**config.mk**
```make
export PLATFORM = sky130hd
export DESIGN_NAME = kbd_event_decoder
export DESIGN_NICKNAME = d
export VERILOG_FILES = /design/src/rtl/kbd_pkg.sv /design/src/rtl/kbd_scan2ascii.sv /design/src/rtl/kbd_event_decoder.sv
export SDC_FILE = /design/constraint.sdc
export NUM_CORES = 1
export LEC_CHECK = 0
export ABC_AREA = 1
export BUFFER_PORTS_ARGS = -buffer_cell sky130_fd_sc_hd__buf_4
export CORE_ASPECT_RATIO = 1.5
export CORE_MARGIN = 2
export CORE_UTILIZATION = 25
export DETAILED_ROUTE_END_ITERATION = 10
export PLACE_DENSITY = 0.43
export RECOVER_POWER = 25
export REMOVE_ABC_BUFFERS = 1
export SLEW_MARGIN = 20
export SYNTH_ARGS = -nofsm -noshare
export SYNTH_HDL_FRONTEND = slang
export SYNTH_SLANG_ARGS = --single-unit
```
**constraint.sdc**
```tcl
create_clock -name clk -period 4.4 [get_ports clk]
set_input_delay 0 -clock clk [delete_from_list [all_inputs] [get_ports clk]]
set_output_delay 0 -clock clk [all_outputs]
set_load 0.01 [all_outputs]
```
**src/rtl/kbd_pkg.sv**
```systemverilog
// Shared constants, prefix-FSM encodings and the FIFO entry layout for the
// PS/2 Set-2 event decoder.
package kbd_pkg;

  localparam logic [7:0] KC_EXT    = 8'hE0;
  localparam logic [7:0] KC_BRK    = 8'hF0;
  localparam logic [7:0] KC_LSHIFT = 8'h12;
  localparam logic [7:0] KC_RSHIFT = 8'h59;

  typedef enum logic [1:0] {
    ST_IDLE    = 2'd0,
    ST_EXT     = 2'd1,
    ST_BRK     = 2'd2,
    ST_EXT_BRK = 2'd3
  } kbd_state_e;

  // 18-bit FIFO entry: {ascii, ext, break, code}
  typedef struct packed {
    logic [7:0] ascii;
    logic       ext;
    logic       brk;
    logic [7:0] code;
  } kbd_event_t;

endpackage

```
**src/rtl/kbd_scan2ascii.sv**
```systemverilog
// Combinational Set-2 scan code to ASCII lookup; extended codes and unmapped
// codes give 0x00, letters become upper case while shift is held.
module kbd_scan2ascii (
  input  logic [7:0] code,
  input  logic       ext,
  input  logic       shift,
  output logic [7:0] ascii
);

  logic [7:0] base;
  logic       is_letter;

  always_comb begin
    base      = 8'h00;
    is_letter = 1'b1;
    case (code)
      8'h1C: base = "a";  8'h32: base = "b";  8'h21: base = "c";
      8'h23: base = "d";  8'h24: base = "e";  8'h2B: base = "f";
      8'h34: base = "g";  8'h33: base = "h";  8'h43: base = "i";
      8'h3B: base = "j";  8'h42: base = "k";  8'h4B: base = "l";
      8'h3A: base = "m";  8'h31: base = "n";  8'h44: base = "o";
      8'h4D: base = "p";  8'h15: base = "q";  8'h2D: base = "r";
      8'h1B: base = "s";  8'h2C: base = "t";  8'h3C: base = "u";
      8'h2A: base = "v";  8'h1D: base = "w";  8'h22: base = "x";
      8'h35: base = "y";  8'h1A: base = "z";
      default: begin
        is_letter = 1'b0;
        case (code)
          8'h16: base = "1";  8'h1E: base = "2";  8'h26: base = "3";
          8'h25: base = "4";  8'h2E: base = "5";  8'h36: base = "6";
          8'h3D: base = "7";  8'h3E: base = "8";  8'h46: base = "9";
          8'h45: base = "0";  8'h29: base = 8'h20; 8'h5A: base = 8'h0D;
          default: base = 8'h00;
        endcase
      end
    endcase

    if (ext)
      ascii = 8'h00;
    else if (is_letter && shift)
      ascii = base - 8'h20;
    else
      ascii = base;
  end

endmodule

```
**src/rtl/kbd_event_decoder.sv**
```systemverilog
// PS/2 Set-2 byte stream decoder: strips E0/F0 prefixes, tracks shift,
// suppresses typematic repeats and queues key events in a valid/ready FIFO.
module kbd_event_decoder
  import kbd_pkg::*;
#(
  parameter int DEPTH = 8,
  parameter int CNT_W = 8
) (
  input  logic             clk,
  input  logic             clrn,
  input  logic [7:0]       in_data,
  input  logic             in_valid,
  output logic             ev_valid,
  input  logic             ev_ready,
  output logic [7:0]       ev_code,
  output logic             ev_ext,
  output logic             ev_break,
  output logic [7:0]       ev_ascii,
  output logic [CNT_W-1:0] press_count,
  output logic             shift,
  output logic             overflow,
  input  logic             clr_ovf,
  output logic [1:0]       dbg_state
);

  localparam int AW = $clog2(DEPTH);

  // Handshake: the head entry is transferred on any cycle where
  // ev_valid & ev_ready; ev_valid never depends on ev_ready.

  kbd_state_e state, state_nx;
  logic       fire, fire_ext, fire_brk, is_prefix;

  always_ff @(posedge clk or negedge clrn) begin
    if (!clrn) state <= ST_IDLE;
    else       state <= state_nx;
  end

  assign is_prefix = (in_data == KC_EXT) || (in_data == KC_BRK);

  always_comb begin
    state_nx = state;
    if (in_valid) begin
      case (state)
        ST_IDLE:    state_nx = (in_data == KC_EXT) ? ST_EXT :
                               (in_data == KC_BRK) ? ST_BRK : ST_IDLE;
        ST_EXT:     state_nx = (in_data == KC_BRK) ? ST_EXT_BRK :
                               (in_data == KC_EXT) ? ST_EXT : ST_IDLE;
        ST_BRK:     state_nx = (in_data == KC_BRK) ? ST_BRK : ST_IDLE;
        ST_EXT_BRK: state_nx = ST_IDLE;
        default:    state_nx = ST_IDLE;
      endcase
    end
  end

  always_comb begin
    fire     = in_valid && !is_prefix;
    fire_ext = (state == ST_EXT) || (state == ST_EXT_BRK);
    fire_brk = (state == ST_BRK) || (state == ST_EXT_BRK);
  end

  assign dbg_state = state;

  logic       held_valid;
  logic [8:0] held_key;
  logic       is_repeat, new_make, push, pop, full, drop;
  logic       lshift, rshift;
  logic [7:0] ascii;

  kbd_scan2ascii u_scan2ascii (
    .code  (in_data),
    .ext   (fire_ext),
    .shift (shift),
    .ascii (ascii)
  );

  assign is_repeat = held_valid && (held_key == {fire_ext, in_data});
  assign new_make  = fire && !fire_brk && !is_repeat;
  assign push      = fire && (fire_brk || !is_repeat);
  assign shift     = lshift | rshift;

  always_ff @(posedge clk or negedge clrn) begin
    if (!clrn) begin
      held_valid  <= 1'b0;
      held_key    <= '0;
      press_count <= '0;
      lshift      <= 1'b0;
      rshift      <= 1'b0;
    end else begin
      if (new_make) begin
        held_valid <= 1'b1;
        held_key   <= {fire_ext, in_data};
        if (press_count != {CNT_W{1'b1}}) press_count <= press_count + CNT_W'(1);
      end else if (fire && fire_brk && is_repeat) begin
        held_valid <= 1'b0;
      end
      if (fire && !fire_ext && in_data == KC_LSHIFT) lshift <= !fire_brk;
      if (fire && !fire_ext && in_data == KC_RSHIFT) rshift <= !fire_brk;
    end
  end

  kbd_event_t mem [DEPTH];
  kbd_event_t head;
  logic [AW:0] wr_ptr, rd_ptr;

  assign ev_valid = (wr_ptr != rd_ptr);
  assign full     = (wr_ptr[AW] != rd_ptr[AW]) && (wr_ptr[AW-1:0] == rd_ptr[AW-1:0]);
  assign pop      = ev_valid && ev_ready;
  // A pop in the same cycle frees the slot the full-FIFO push needs.
  assign drop     = push && full && !pop;

  always_ff @(posedge clk or negedge clrn) begin
    if (!clrn) begin
      wr_ptr   <= '0;
      rd_ptr   <= '0;
      overflow <= 1'b0;
      for (int i = 0; i < DEPTH; i++) mem[i] <= '0;
    end else begin
      if (push && !drop) begin
        mem[wr_ptr[AW-1:0]] <= '{ascii: ascii, ext: fire_ext, brk: fire_brk, code: in_data};
        wr_ptr              <= wr_ptr + 1'b1;
      end
      if (pop) rd_ptr <= rd_ptr + 1'b1;
      if (drop)         overflow <= 1'b1;
      else if (clr_ovf) overflow <= 1'b0;
    end
  end

  assign head     = mem[rd_ptr[AW-1:0]];
  assign ev_code  = head.code;
  assign ev_ext   = head.ext;
  assign ev_break = head.brk;
  assign ev_ascii = head.ascii;

endmodule

```
==> flow_metrics.tcl <==
set metrics [dict create \
    yosysUniqueCellTypes 37 \
    synthCells 1209 \
    min_path_type "in -> reg" \
    grt-busiest-layer "met2" \
    fin_nets 1252 \
    met3_usage 0.0243 \
    post-route-min-period_ns 2.82 \
    fp.dieW_um 161 \
    crit_buf_inv 2 \
    use_met1 0.187 \
    grt_max_degree 93 \
    final_core_util 0.291 \
    drtAntennaViolNets 0 \
    drv_cap 1 \
    use_met2 0.290 \
    synth_area_leaders "dfrtp_1, nand2_1, nor2_1" \
    cts_max_level 4 \
    grt_pass1_vias 8130 \
    rsz0062_at_grt "false" \
    die_y_um 239 \
    path_common_cell "nand2_1" \
    skew_ns 0.00990 \
    critPathMaxStageDelay_ns 0.59 \
    power_leakage_nw 5.32 \
    post_cts_buffers 0 \
    dp.cells 1688 \
    p_total_w 0.00699 \
    dieArea_um2 38300 \
    wl_per_cell_um 17.0 \
    synth_area_leader_cell "dfrtp_1" \
    critPathRequiredTime_ns 4.74 \
    via_count 7907 \
    grt.total_usage 0.160 \
    place_congestion 0.865 \
    clkTransAtPathRegs_ns 0.07 \
    setup_violations 0 \
    avgViaCountPerCell 4.56 \
    timing.fmax_ghz 0.354 \
    final_cell_mix "nand2_1, dfrtp_1, nor2_1" \
    slew_headroom -0.698 \
    crit_type "reg -> reg" \
    pre_cts_ws_ns 1.58 \
    cts.sinks 175 \
    fin_ws_ns 1.58 \
    synth_top_area_frac 0.477 \
    clk_path_buf_depth 2 \
    cts_buffers 17 \
    peakVddDrop_mv 0.300 \
    routed_wl_um 29400 \
    cp.arrival_ns 3.16 \
    drc 0 \
    insertedDiodeCount 0 \
    slowest_stage "dfrtp_1" \
    rows 86 \
    antenna_found_initial 0 \
    drive_above_1_share 0.0985 \
    portBuffers 43 \
    drt_iter0_drc 437 \
    crit_path_end_kind "register" \
    initial_core_util 0.252 \
    ctsRootBufferMaster "clkbuf_16" \
    ys_seq_elements 175 \
    cp_top_family "simple AND/OR/NAND/NOR gates" \
    synth.avg_cell_area_um2 7.60 \
    status "finished, violations left" \
    layout_commonest_cell "nand2_1" \
    cts_tree "done" \
    fillers 3992 \
    coreArea_um2 36500 \
    worst_pin_slew_ns 2.55 \
    worstPathCellList "inv_2 > nand2_1 > nand2_1 > nor2_1 > nand2_1 > nor2_2 > nand4_2 > nand3_4 > nor2_4 > inv_2 > nand2_1 > nand2_1" \
    power_density_nw_per_um2 659 \
    area_growth_syn_to_layout_pct 15.4 \
    synthesis.area_um2 9190 \
    violations "capacitance limit, slew limit" \
    ys_warn_count 0 \
    ys_seq_area_frac 0.477 \
    dr.pass1.iters 5 \
    post-route-period-util 0.642 \
    insertion_delay_ns 0.45 \
    ios 44 \
    crit_fanout 19 \
    tns_ns 0 \
    slew_violations 92 \
    overflow 0 \
    final_cells 1733 \
    hold_viol_final 0 \
    hpwlAfterDp_um 19100 \
    grt_pass1_wl_um 46800 \
    startpoint_type "register" \
]
final timing paths:
path	start	end	slack, ns	cells after the start
setup / recovery	dbg_state[0]	mem[14]	1.58	12
hold / removal	in_valid	dbg_state[1]	0.34	3
setup reg to reg	dbg_state[0]	mem[14]	1.58	12
hold reg to reg	mem[53]	mem[53]	0.46	2
max in group asynchronous	clrn	rd_ptr[0]	1.89	2
min in group asynchronous	clrn	mem[141]	0.86	2
sequential cells by signal, summed over array words and instances, names as in the netlist:
name and count:
mem 144, held_key 9, press_count 8, rd_ptr 4, wr_ptr 4, dbg_state 2, held_valid 1, lshift 1
overflow 1, rshift 1
metrics by stage:
stage | hold slack, ns | area, um2
3_5_place_dp | 0.181 | 9840
3_3_place_gp | 0.171 | 9840
6_report | 0.336 | 10600
2_1_floorplan | -0.296 | 8840
4_1_cts | 0.267 | 10600
5_1_grt | 0.363 | 10600
worst register-to-register path, delay by kind of cell, from the launching register on:
kind / cells / cell delay [ns]
buffers and inverters: 2 / 0.59
DFF: 1 / 0.59
and+or+nand+nor: 10 / 1.54
power breakdown:
part           leakage [nW]  internal (W)  switching (W)
combinational          2.73      0.000991        0.00183
sequential             2.27       0.00215       0.000306
clock                 0.323       0.00104       0.000671
cell usage after synthesis, drive strengths merged:
| cell | number |
|---|---|
| buf | 31 |
| xnor2 | 8 |
| a31oi | 18 |
| or2 | 1 |
| nand2 | 461 |
| o21a | 2 |
| nor2 | 134 |
| nand3 | 28 |
| nor3 | 6 |
| and2 | 1 |
| o21ai | 130 |
| a21oi | 50 |
| xor2 | 14 |
| nand4 | 13 |
| clkbuf | 24 |
| nand3b | 2 |
| inv | 93 |
| ha | 3 |
| dfrtp | 175 |
| a221oi | 1 |
| o211ai | 3 |
| o22ai | 10 |
| o2111ai | 1 |
timing repair:
item	CTS	global route
hold buffers	13	0
hold endpoints to repair	168	0
resized for setup	0	0
cells by family after synthesis:
group | share of synthesized area
compound gates | 0.126
xor+xnor | 0.0210
fa+ha+maj | 0.00409
buf+inv | 0.0774
flops | 0.477
simple gates | 0.295
final cells by class:
type / count / area (um2) / area share
sequential: 175 / 4380 / 0.413
multi-input combinational: 886 / 4100 / 0.386
tap: 484 / 606 / 0.0571
clock buffer: 24 / 512 / 0.0482
timing repair buffer: 63 / 497 / 0.0468
inverter: 93 / 364 / 0.0343
clock inverter: 8 / 150 / 0.0142
per-layer routing:
layer  vias to the layer above  part of all wire
met5                         -                 0
met4                         0             0.035
met3                        42             0.021
met2                       118              0.52
met1                      3860              0.43
li1                       3887                 -
No activity file was read; power rests on OpenSTA's default activity.
